<file path="config.mk">
export PLATFORM = sky130hd
export DESIGN_NAME = pwm3_phase_gen
export DESIGN_NICKNAME = d
export VERILOG_FILES = /design/src/rtl/pwm3_phase_gen.sv
export SDC_FILE = /design/constraint.sdc
export NUM_CORES = 1
export LEC_CHECK = 0
export BUFFER_PORTS_ARGS = -buffer_cell sky130_fd_sc_hd__buf_2
export CAP_MARGIN = 5
export CORE_MARGIN = 10
export CORE_UTILIZATION = 58
export CTS_CLUSTER_SIZE = 10
export DETAILED_ROUTE_END_ITERATION = 16
export PLACE_DENSITY_LB_ADDON = 0.2
export SYNTH_ARGS = -nofsm -noshare
export SYNTH_HDL_FRONTEND = slang
export SYNTH_SLANG_ARGS = --single-unit
</file>
<file path="constraint.sdc">
create_clock -name clk -period 2.8 [get_ports clk]
set_clock_uncertainty 0.2 [all_clocks]
set_input_delay 0.56 -clock clk [delete_from_list [all_inputs] [get_ports clk]]
set_output_delay 0.56 -clock clk [all_outputs]
set_load 0.005 [all_outputs]
</file>
<file path="src/rtl/pwm3_phase_gen.sv">
// Three-phase edge-aligned 11-bit PWM with shadowed duties, mode decode,
// period strobe and overcurrent blanking window on every output edge.
module pwm3_phase_gen #(
   parameter int BLANK_CYCLES = 255
) (
   input  logic        clk,
   input  logic        rst_n,
   input  logic [10:0] duty_a,
   input  logic [10:0] duty_b,
   input  logic [10:0] duty_c,
   input  logic [1:0]  mode,
   output logic        high_a,
   output logic        high_b,
   output logic        high_c,
   output logic        low_a,
   output logic        low_b,
   output logic        low_c,
   output logic        pwm_synch,
   output logic        ovr_i_blank_n
);

   localparam logic [7:0]  BLANK_LOAD = 8'(BLANK_CYCLES);
   localparam logic [10:0] CNT_LAST   = 11'h7FF;

   logic [10:0] cnt;
   logic [10:0] duty_a_q, duty_b_q, duty_c_q;
   logic [2:0]  pwm;
   logic [2:0]  high_next, low_next;
   logic [2:0]  high_q, low_q;
   logic [7:0]  blank_cnt, blank_next;
   logic        edge_any;

   assign pwm = {cnt < duty_c_q, cnt < duty_b_q, cnt < duty_a_q};

   // high and low come from one mode value, so they can never both be set.
   always_comb begin
      high_next = 3'b000;
      low_next  = 3'b000;
      case (mode)
         2'b01: begin
            high_next = pwm;
            low_next  = ~pwm;
         end
         2'b10: begin
            high_next = 3'b000;
            low_next  = 3'b111;
         end
         default: begin
            high_next = 3'b000;
            low_next  = 3'b000;
         end
      endcase
      edge_any   = (high_next != high_q) || (low_next != low_q);
      blank_next = edge_any ? BLANK_LOAD :
                   ((blank_cnt != 8'd0) ? (blank_cnt - 8'd1) : 8'd0);
   end

   always_ff @(posedge clk or negedge rst_n) begin
      if (!rst_n) begin
         cnt           <= '0;
         duty_a_q      <= '0;
         duty_b_q      <= '0;
         duty_c_q      <= '0;
         high_q        <= '0;
         low_q         <= '0;
         pwm_synch     <= 1'b0;
         blank_cnt     <= '0;
         ovr_i_blank_n <= 1'b1;
      end else begin
         cnt <= cnt + 11'd1;
         if (cnt == CNT_LAST) begin
            duty_a_q <= duty_a;
            duty_b_q <= duty_b;
            duty_c_q <= duty_c;
         end
         high_q    <= high_next;
         low_q     <= low_next;
         pwm_synch <= (cnt == 11'd0);
         blank_cnt <= blank_next;
         // Registered from the next count so blanking drops with the edge itself.
         ovr_i_blank_n <= (blank_next == 8'd0);
      end
   end

   assign high_a = high_q[0];
   assign high_b = high_q[1];
   assign high_c = high_q[2];
   assign low_a  = low_q[0];
   assign low_b  = low_q[1];
   assign low_c  = low_q[2];

endmodule
</file>
# --- Word level (Yosys, flattened, before mapping) ---
# Cells that the tools add are included.
totals:
  register_bits: 60
  in_bits: 37
  output_inout_bits: 8
  elab_cells: 28
classes:
  addsub: 2
  magnitude_cmp: 3
  eq_ne: 5
  n_mux: 4
  bitwise_logic: 1
  n_reduce_logical: 4
ops:
  columns: ["op", "count"]
  rows:
  - ["$lt A11 B11 Y1", 3]
  - ["$mux W8", 2]
  - ["$add A11 B1 Y11 const B", 1]
  - ["$eq A11 B11 Y1 const B", 1]
  - ["$logic_not A11 Y1", 1]
  - ["$logic_not A8 Y1", 1]
  - ["$reduce_bool A8 Y1", 1]
  - ["$sub A8 B1 Y8 const B", 1]
  - ["$ne A3 B3 Y1", 2]
  - ["$pmux W3 S2", 1]
  - ["$mux W3", 1]
  - ["$not A3 Y3", 1]
  - ["$eq A2 B1 Y1 const B", 1]
  - ["$eq A2 B2 Y1 const B", 1]
  - ["$logic_or A1 B1 Y1", 1]

# --- Logic depth before layout (Yosys ltp) ---
# Gate-level depths: netlist of the first run.
logic_depth:
  ltp_word: 7
  ltp_mapped: 9
  depth_no_buf: 8

# --- Worst setup path after synthesis of the first run ---
# Ideal clock, no wire load.
synth_path:
  path_type: "in2reg"
  start: "input port mode[0]"
  end: "register blank_cnt[0]"
  setup_time_ps: 153
  arrival_ps: 2159
  required_time_ps: 2447
  slack_ps: 288
  path_stages: 9
  path_buffers: 1
  path_cell_list: "inv_1 -> ha_1 -> buf_6 -> or4_1 -> a31oi_1 -> a211o_2 -> a21oi_2 -> nor4_4 -> o2111ai_1"
synth_via:
  elab_chain_len: 5
  word_cells_on_any_way: 8
  classes_between: "eq/ne (4); mux (3); reduce/logical (1)"
synth_lines:
  columns: ["item", "line_no", "text"]
  rows:
  - ["start, declared", "11", "input logic [1:0] mode,"]
  - ["$eq A2 B2 Y1 / $eq A2 B1 Y1 (equally long branches)", "39", "case (mode)"]
  - ["$pmux W3 S2 / $mux W3 (equally long branches)", "39", null]
  - ["$ne A3 B3 Y1", "53", "edge_any = (high_next != high_q) || (low_next != low_q);"]
  - ["$logic_or A1 B1 Y1 *", "53", null]
  - ["$mux W8 *", "54", "blank_next = edge_any ? BLANK_LOAD :"]
  - ["named net blank_next[0]", "30", "logic [7:0] blank_cnt, blank_next;"]
  - ["end signal, assigned", "79", "blank_cnt <= blank_next;"]
  - ["end, declared", "30", null]
# Mark *: on every way through the listed nets, which the timed path passes. The rest lies on a longest branch.
# A chain may end at the register's enable or synchronous reset.

# --- Worst setup path in the final report of the first run ---
layout_path:
  start: "register cnt[8]"
  end: "register blank_cnt[0]"
layout_via:
  elab_chain_len: 6
  word_cells_on_any_way: 10
  classes_between: "order compare (3); eq/ne (2); mux (3); bitwise (1); reduce/logical (1)"
layout_lines:
  columns: ["item", "line_no", "text"]
  rows:
  - ["start, declared", "25", "logic [10:0] cnt;"]
  - ["start signal, assigned", "70", "cnt <= cnt + 11'd1;"]
  - ["$lt A11 B11 Y1", "33", "assign pwm = {cnt < duty_c_q, cnt < duty_b_q, cnt < duty_a_q};"]
  - ["$not A3 Y3", "42", "low_next = ~pwm;"]
  - ["$pmux W3 S2", "39", null]
  - ["$ne A3 B3 Y1", "53", null]
  - ["$logic_or A1 B1 Y1 *", "53", null]
  - ["$mux W8 *", "54", null]
  - ["named net blank_next[0]", "30", null]
# Marked as above.

==> results.txt, run 1 <==
status - completed
Worst Setup Path Type - flop to flop
cell area after layout - 4070 um2
Critical Path Sink Type - flop
Final Util - 69.2%
drt pass-1 iters - 4
synth warn - 0
Tot Pwr - 1.94 mW
Root Buffer - clkbuf_8
global-route usage over all layers - 15.9%
Max-Cap Viols - 0
Core ar. - 5890 um2
Mapped Area - 3490 um2
Hold Slack - 0.0490 ns
via count - 2592
TritonCTS clock tree - built
Clock Latency Late Sink - 0.34 ns
hold_buf cts - 0
vias per cell - 5.45
Setup TNS - 0 ns
Fmax - 0.388 GHz
Die ar. - 9520 um2
Syn Nets - 409
Max-slew headroom - 56.9%
first-pass GRT wire length - 12600 um
ys flop type - dfrtp_1
Synth cell types - 47
CP max FO - 9
IO Port Bufs - 44
final WL - 7150 um
CTS H-Tree Depth - 3
Final Hold Viols - 0
DR iter-0 viols - 68
DPL Wire Length - 5590 um
Least-Margin Pin Slew - 0.647 ns
Filler cells - 470
Die W - 97.6 um
Clock Path Buffers - 2
Area after DPL - 3830 um2
drt drc - 0
ranking of synthesized cells by area - dfrtp_1 42%, ha_1 13%, mux2_2 11%, inv_1 4.4%, nand2_1 2.7%
vias in the first global route - 2812
PwrDens - 476 nW/um2
Post-Syn Instances - 337
RSZ-0062 raised after global routing - false
largest net degree at the start of global routing - 34
Initial Utilization - 59.3%
global placement routability congestion - 0.827
grt total ovfl - 0
Synth Register Bits - 60
Final Net Count - 468
most frequent cells in the layout - 59 x dfrtp_1, 44 x buf_2, 41 x inv_1, 35 x mux2_2, 35 x ha_1
clk sinks - 60
Post-synth EDFFs - 0
WP data required - 2.80 ns
antenna-violating nets left - 0
peak supply drop - 332 uV
Ports - 45
final period utilization - 92.1%
initial antenna violation count - 0
die height - 97.6 um
Worst-path clk slew - 0.06 ns
Pleak - 2.04 nW
sequential share of the synthesized area - 43.1%
Final Max Tran Viols - 0
Synth top area share - 42.3%
Yosys top cell by area - dfrtp_1
Ant. Diodes - 0
TritonCTS buffer count - 9
Worst Setup Start Kind - flop
Final setup violation count - 0
most common cell after layout, fill and taps aside - dfrtp_1
Hold Crit Class - primary input to async pin
Layout area overhead - 16.7%
share of cells above drive strength 1 - 28.7%
asr flop ratio synth - 100%
Critical Path AT - 2.58 ns
# rows - 28
average cell area after synthesis - 10.4 um2
crit path time final - 2.58 ns
drt wl/cell - 15.0 um
## logic make-up after synthesis
group           Yosys count  share of synthesized area, %
buf+inv                  46                          5.38
fa+ha+maj                36                          12.8
mux                      35                          11.3
simple gates             98                          15.4
compound gates           51                          9.29
flops                    60                          43.1
xor+xnor                 11                          2.76
## area by class of cell
class | count | area [um2] | area share (%)
clock buffers | 15 | 186 | 4.58
clock inverters | 1 | 30.0 | 0.738
inverters | 41 | 154 | 3.78
multi-input cells | 231 | 1800 | 44.3
flip-flops and latches | 60 | 1500 | 36.9
well taps | 75 | 93.8 | 2.30
repair buffers | 53 | 300 | 7.38
## cell usage after synthesis, types with 4 or more instances
cell and instances:
nand2_1 25, nand4_1 7, inv_1 41, a31oi_1 6, o21ai_0 10, nor2_1 18, nor4_1 4, xnor2_1 6
mux2_2 35, ha_1 35, nor3_1 6, a21oi_1 16, nand3_1 13, nor2b_1 5, xor2_1 5, dfrtp_1 59
## worst max-delay path: stages, from the launching register on
cell and delay (ns):
dfrtp_1 0.47, ha_1 0.35, a21oi_1 0.15, o21ai_0 0.20, a31oi_1 0.32, a21oi_1 0.17, nor4_4 0.28, buf_4 0.19
o2111ai_1 0.11
## flip-flops by register name (all words and copies together) (netlist names)
| register | cells |
|---|---|
| cnt | 11 |
| duty_a_q | 11 |
| duty_b_q | 11 |
| duty_c_q | 11 |
| blank_cnt | 8 |
| high_q | 3 |
| low_q | 3 |
| ovr_i_blank_n | 1 |
| pwm_synch | 1 |
## through the flow
stage          setup WS (ns)  instances
2_1_floorplan          0.288        337
3_3_place_gp           0.171        458
3_5_place_dp          0.0704        458
4_1_cts                0.116        475
5_1_grt               0.0259        476
6_report               0.220        476
## final timing paths
kind,startpoint,endpoint,slack [ns],cells after the start
hold reg to reg,duty_c_q[0],duty_c_q[0],0.30,1
max in group asynchronous,rst_n,cnt[6],1.76,2
min in group clk,duty_b[5],duty_b_q[5],0.25,2
setup / recovery,cnt[8],blank_cnt[0],0.22,8
hold / removal,rst_n,low_q[0],0.05,1
setup reg to reg,cnt[8],blank_cnt[0],0.22,8
## report_power, final
part,total [mW],switching [mW],internal (mW)
clock network,0.829,0.320,0.509
logic,0.194,0.101,0.0931
registers,0.917,0.0195,0.897
total,1.94,0.440,1.50
## routing by layer
layer / global-route usage, % / vias up / routed length (um) / part of all wire [%]
li1: - / 1312 / - / -
met1: 17.5 / 1220 / 3080 / 43
met2: 28.1 / 48 / 3680 / 52
met3: 3.91 / 12 / 246 / 3.4
met4: 7.16 / 0 / 137 / 1.9
met5: 0 / - / 0 / 0
## what timing repair did
action,CTS,global route
pin swaps,1,1
setup buffers,1,1
resized for setup,0,2
setup endpoints to repair,8,9
Power figures use the tool's default switching activity.
==> run 2, diff against run 1 <==
Clock period 2.8 ns to 2.57 ns, I/O delays scaled along.
==> results.txt, run 2 (same netlist as run 1, synthesis figures left out) <==
DR iter-0 viols - 86
Fmax - 0.401 GHz
largest net degree at the start of global routing - 32
Clock Latency Late Sink - 0.33 ns
grt peak-use layer - met2
TritonCTS buffer count - 9
share of cells above drive strength 1 - 31.3%
Critical Path AT - 2.48 ns
Die W - 97.6 um
Pint - 1.42 mW
status - complete, but fails checks
grt total ovfl - 0
TritonCTS clock tree - built
Least-Margin Pin Slew - 0.445 ns
met3 GRT Util - 4.13%
Worst Setup Path Type - flop to flop
Layout area overhead - 17.0%
most frequent cells in the layout - 57 x dfrtp_1, 44 x buf_2, 41 x inv_1, 35 x mux2_2, 35 x ha_1
Filler cells - 463
final period utilization - 96.9%
Reg area - 1510 um2
area of the multi-input gates - 1830 um2
Hold Slack - -0.00820 ns
IO Port Bufs - 44
Clock Path Buffers - 2
Gate power share - 11.4%
most common cell after layout, fill and taps aside - dfrtp_1
Root Buffer - clkbuf_8
vias in the first global route - 2741
Initial Utilization - 59.3%
WP data required - 2.56 ns
# rows - 28
Max-slew headroom - 70.2%
drt wl/cell - 15.3 um
Final Hold Viols - 22
crit path time final - 2.49 ns
Hold Crit Class - primary input to async pin
clk sinks - 60
failing checks - negative hold slack
Ports - 45
M2 GR Usage - 26.6%
Worst Setup Start Kind - flop
vias per cell - 5.46
final WL - 7360 um
Final setup violation count - 0
Pleak - 2.05 nW
via count - 2628
Sw Share - 25.5%
global placement routability congestion - 0.810
die height - 97.6 um
Net Switching - 0.487 mW
Worst-path clk slew - 0.06 ns
antenna-violating nets left - 0
peak supply drop - 368 uV
Final Util - 69.4%
Final Max Tran Viols - 0
Die ar. - 9520 um2
final cell count without fillers - 481
placed cells - 464
CP max FO - 9
first-pass GRT wire length - 12700 um
Ant. Diodes - 0
drt drc - 0
Critical Path Sink Type - flop
DPL Wire Length - 5720 um
sequential share of power - 52.3%
drt pass-1 iters - 4
global-route usage over all layers - 15.9%
Clock power frac - 36.3%
Final Net Count - 474
CTS H-Tree Depth - 3
Max-Cap Viols - 0
M1 GR Usage - 18.8%
initial antenna violation count - 0
PwrDens - 468 nW/um2
Core ar. - 5890 um2
[run 2: changes by cell type in the layout (fill, tap and decap cells not counted), moves of 2 or more]
cell      before  now
buf_4          8   13
o21ai_0        9    4
clkbuf_8      13    9
o21ai_1        1    5
clkinv_2       0    3
dfrtp_1       59   57
dfrtp_2        0    2
[run 2: area by class of cell]
type	count	share of cell area (%)
sequential	60	36.9
clock buffer	12	3.31
tap	75	2.30
timing repair buffer	59	8.55
inverter	41	3.77
clock inverter	3	0.368
multi-input combinational	231	44.8
[run 2: path summary, 6_finish.rpt]
check	from	endpoint	slack [ns]	cells past startpoint
setup / recovery	cnt[8]	blank_cnt[0]	0.08	8
hold / removal	rst_n	low_q[0]	-0.008	2
setup reg to reg	cnt[8]	blank_cnt[0]	0.08	8
hold reg to reg	duty_c_q[0]	duty_c_q[0]	0.30	1
max in group asynchronous	rst_n	cnt[2]	1.85	2
min in group clk	duty_b[10]	duty_b_q[10]	0.21	2
[run 2: power by group through the flow]
| stage | Clock [mW] | Sequential [mW] | Combinational [mW] |
|---|---|---|---|
| floorplan | 0 | 1.01 | 0.124 |
| global placement | 0 | 1.01 | 0.205 |
| detailed placement | 0 | 1.02 | 0.215 |
| CTS | 0.697 | 0.999 | 0.216 |
| global route | 0.749 | 1.00 | 0.249 |
| finish | 0.693 | 0.999 | 0.219 |
[run 2: timing repair]
item / CTS / global route
hold buffers: 0 / 0
setup buffers: 0 / 2
pin swaps: 0 / 1
gates resized for setup: 1 / 15
setup endpoints to repair: 2 / 9
[run 2: stage by stage]
| stage | power, mW | instance area [um2] | setup TNS (ns) | setup slack (ns) |
|---|---|---|---|---|
| floorplan | 1.13 | 3490 | 0 | 0.104 |
| global placement | 1.22 | 3880 | 0 | 0.0404 |
| detailed placement | 1.23 | 3880 | -0.0983 | -0.0365 |
| CTS | 1.91 | 4030 | 0 | 0.0160 |
| global route | 2.00 | 4080 | -0.148 | -0.0428 |
| finish | 1.91 | 4080 | 0 | 0.0788 |
[run 2: critical path: stages, from the launching register on]
cell	delay, ns
dfrtp_2	0.45
ha_1	0.34
a211oi_2	0.25
o21bai_2	0.13
a221oi_2	0.27
o21ai_1	0.13
nor4b_4	0.29
buf_6	0.17
o2111ai_1	0.11
[run 2: layer usage]
layer,routed length (um),part of all wire (%),vias up
met5,0,0,-
met4,174,2.4,0
met3,241,3.3,16
met2,3700,50,42
met1,3250,44,1253
li1,-,-,1317
==> run 3, diff against run 2 <==
Settings changed: CORE_ASPECT_RATIO from default to 0.8.
==> results.txt, run 3 (same netlist as run 1, synthesis figures left out) <==
critical path capture point - blank_cnt[6]
number of stages on the worst setup path - 8
grt total ovfl - 0
peak supply drop - 455 uV
CTS H-Tree Depth - 3
Final Max Tran Viols - 0
Reg-to-Reg Start - cnt[8]
Clock Path Buffers - 2
Worst Setup Path Type - flop to flop
global placement routability congestion - 0.870
Ports - 45
PwrDens - 528 nW/um2
Max-slew headroom - 63.1%
share of cells above drive strength 1 - 31.6%
WHS Path Cells - 2
Core ar. - 5880 um2
WP data required - 2.59 ns
Area after DPL - 3890 um2
cell area after layout - 4190 um2
Pleak - 2.08 nW
RSZ-0062 raised after global routing - true
Max-Cap Viols - 0
crit path time final - 2.47 ns
clk sinks - 60
worst path cell trace - buf_4, ha_1, nand4_1, or2_4, or2_2, o22a_1, a31oi_1, nand3_1
Critical Path AT - 2.49 ns
Final Util - 71.3%
max incr delay on CP - 0.44 ns
Critical Path Source - cnt[8]
Least-Margin Pin Slew - 0.553 ns
Ant. Diodes - 0
Final Hold Viols - 0
vias in the first global route - 2768
Hold Crit Class - primary input to flop
DR iter-0 viols - 151
IO Port Bufs - 44
final cell count without fillers - 489
most common cell after layout, fill and taps aside - dfrtp_1
final period utilization - 96.0%
Die W - 107 um
Worst Setup Start Kind - flop
drt drc - 0
Tot Pwr - 2.22 mW
drt wl/cell - 15.7 um
Layout area overhead - 20.2%
r2r setup slk - 0.10 ns
CP Buf/Inv Count - 1
Root Buffer - clkbuf_8
global-route usage over all layers - 17.2%
Filler cells - 463
Die ar. - 9540 um2
most frequent cells in the layout - 58 x dfrtp_1, 44 x buf_2, 41 x inv_1, 35 x mux2_2, 34 x ha_1
Worst-path clk slew - 0.07 ns
Hold Slack - 0.198 ns
# rows - 25
initial antenna violation count - 0
Final Net Count - 475
CP max-delay cell - dfrtp_2
vias per cell - 5.42
largest net degree at the start of global routing - 38
drt pass-1 iters - 6
Initial Utilization - 59.3%
DPL Wire Length - 5870 um
CP max FO - 4
first-pass GRT wire length - 13000 um
crit-path leading delay family - simple AND/OR/NAND/NOR gates
placed cells - 471
reg2reg end - blank_cnt[6]
final WL - 7690 um
Critical Path Sink Type - flop
Worst R2R Path Depth - 8
TritonCTS buffer count - 9
Clock Latency Late Sink - 0.34 ns
Final setup violation count - 0
Fmax - 0.405 GHz
via count - 2650
die height - 89.4 um
antenna-violating nets left - 0
status - completed
TritonCTS clock tree - built
## run 3: cell types whose count changed in the layout (fill, tap and decap cells not counted), sizes merged
cell | before | now
clkinv | 3 | 0
bufinv | 0 | 2
clkbuf | 12 | 13
clkinvlp | 0 | 1
dlygate4sd3 | 0 | 1
## run 3: area by class of cell
| cell class | count | area [um2] | share of cell area, % |
|---|---|---|---|
| clock buffer | 13 | 169 | 4.03 |
| tap | 81 | 101 | 2.42 |
| timing repair buffer | 60 | 355 | 8.48 |
| multi-input combinational | 231 | 1840 | 43.9 |
| clock inverter | 3 | 67.6 | 1.61 |
| sequential | 60 | 1500 | 35.9 |
| inverter | 41 | 154 | 3.67 |
## run 3: worst register-to-register path, stage by stage, from the launching register on
cell and delay (ns):
dfrtp_2 0.44, buf_4 0.17, ha_1 0.31, nand4_1 0.12, or2_4 0.29, or2_2 0.30, o22a_1 0.24, a31oi_1 0.19
nand3_1 0.10
## run 3: routing by layer
metal | global-route usage (%) | part of all wire [%] | vias up
met3 | 6.12 | 6.7 | 11
li1 | - | - | 1316
met1 | 22.0 | 48 | 1241
met5 | 0 | 0 | -
met4 | 6.01 | 1.3 | 0
met2 | 26.4 | 44 | 82
## run 3: how the worst min path moves through the flow
stage | start | endpoint | slack [ns]
after floorplan | rst_n | blank_cnt[0] | 0.02
after global placement | duty_a_q[0] | duty_a_q[0] | 0.28
after detailed placement | duty_b_q[0] | duty_b_q[0] | 0.29
after CTS | duty_a[2] | duty_a_q[2] | 0.19
after global routing | duty_a[1] | duty_a_q[1] | 0.19
final | duty_a[2] | duty_a_q[2] | 0.20
## run 3: what timing repair did
action,4_1_cts,5_1_grt
resized for setup,0,15
endpoints found under the setup margin,0,9
setup buffers,0,1
endpoints found under the hold margin,22,0
hold buffers,1,0
## run 3: where the power goes
| part | leakage [nW] | switching (mW) | total, mW | internal, mW |
|---|---|---|---|---|
| clock network | 0.116 | 0.365 | 0.991 | 0.626 |
| logic | 1.27 | 0.116 | 0.225 | 0.109 |
| registers | 0.696 | 0.0219 | 0.999 | 0.978 |
| total | 2.08 | 0.503 | 2.22 | 1.71 |
## run 3: per-stage QoR
step	setup TNS [ns]	setup WS, ns
finish	0	0.103
floorplan	0	0.104
detailed placement	0	0.0176
global route	-0.0414	-0.0244
global placement	0	0.0658
CTS	0	0.00664
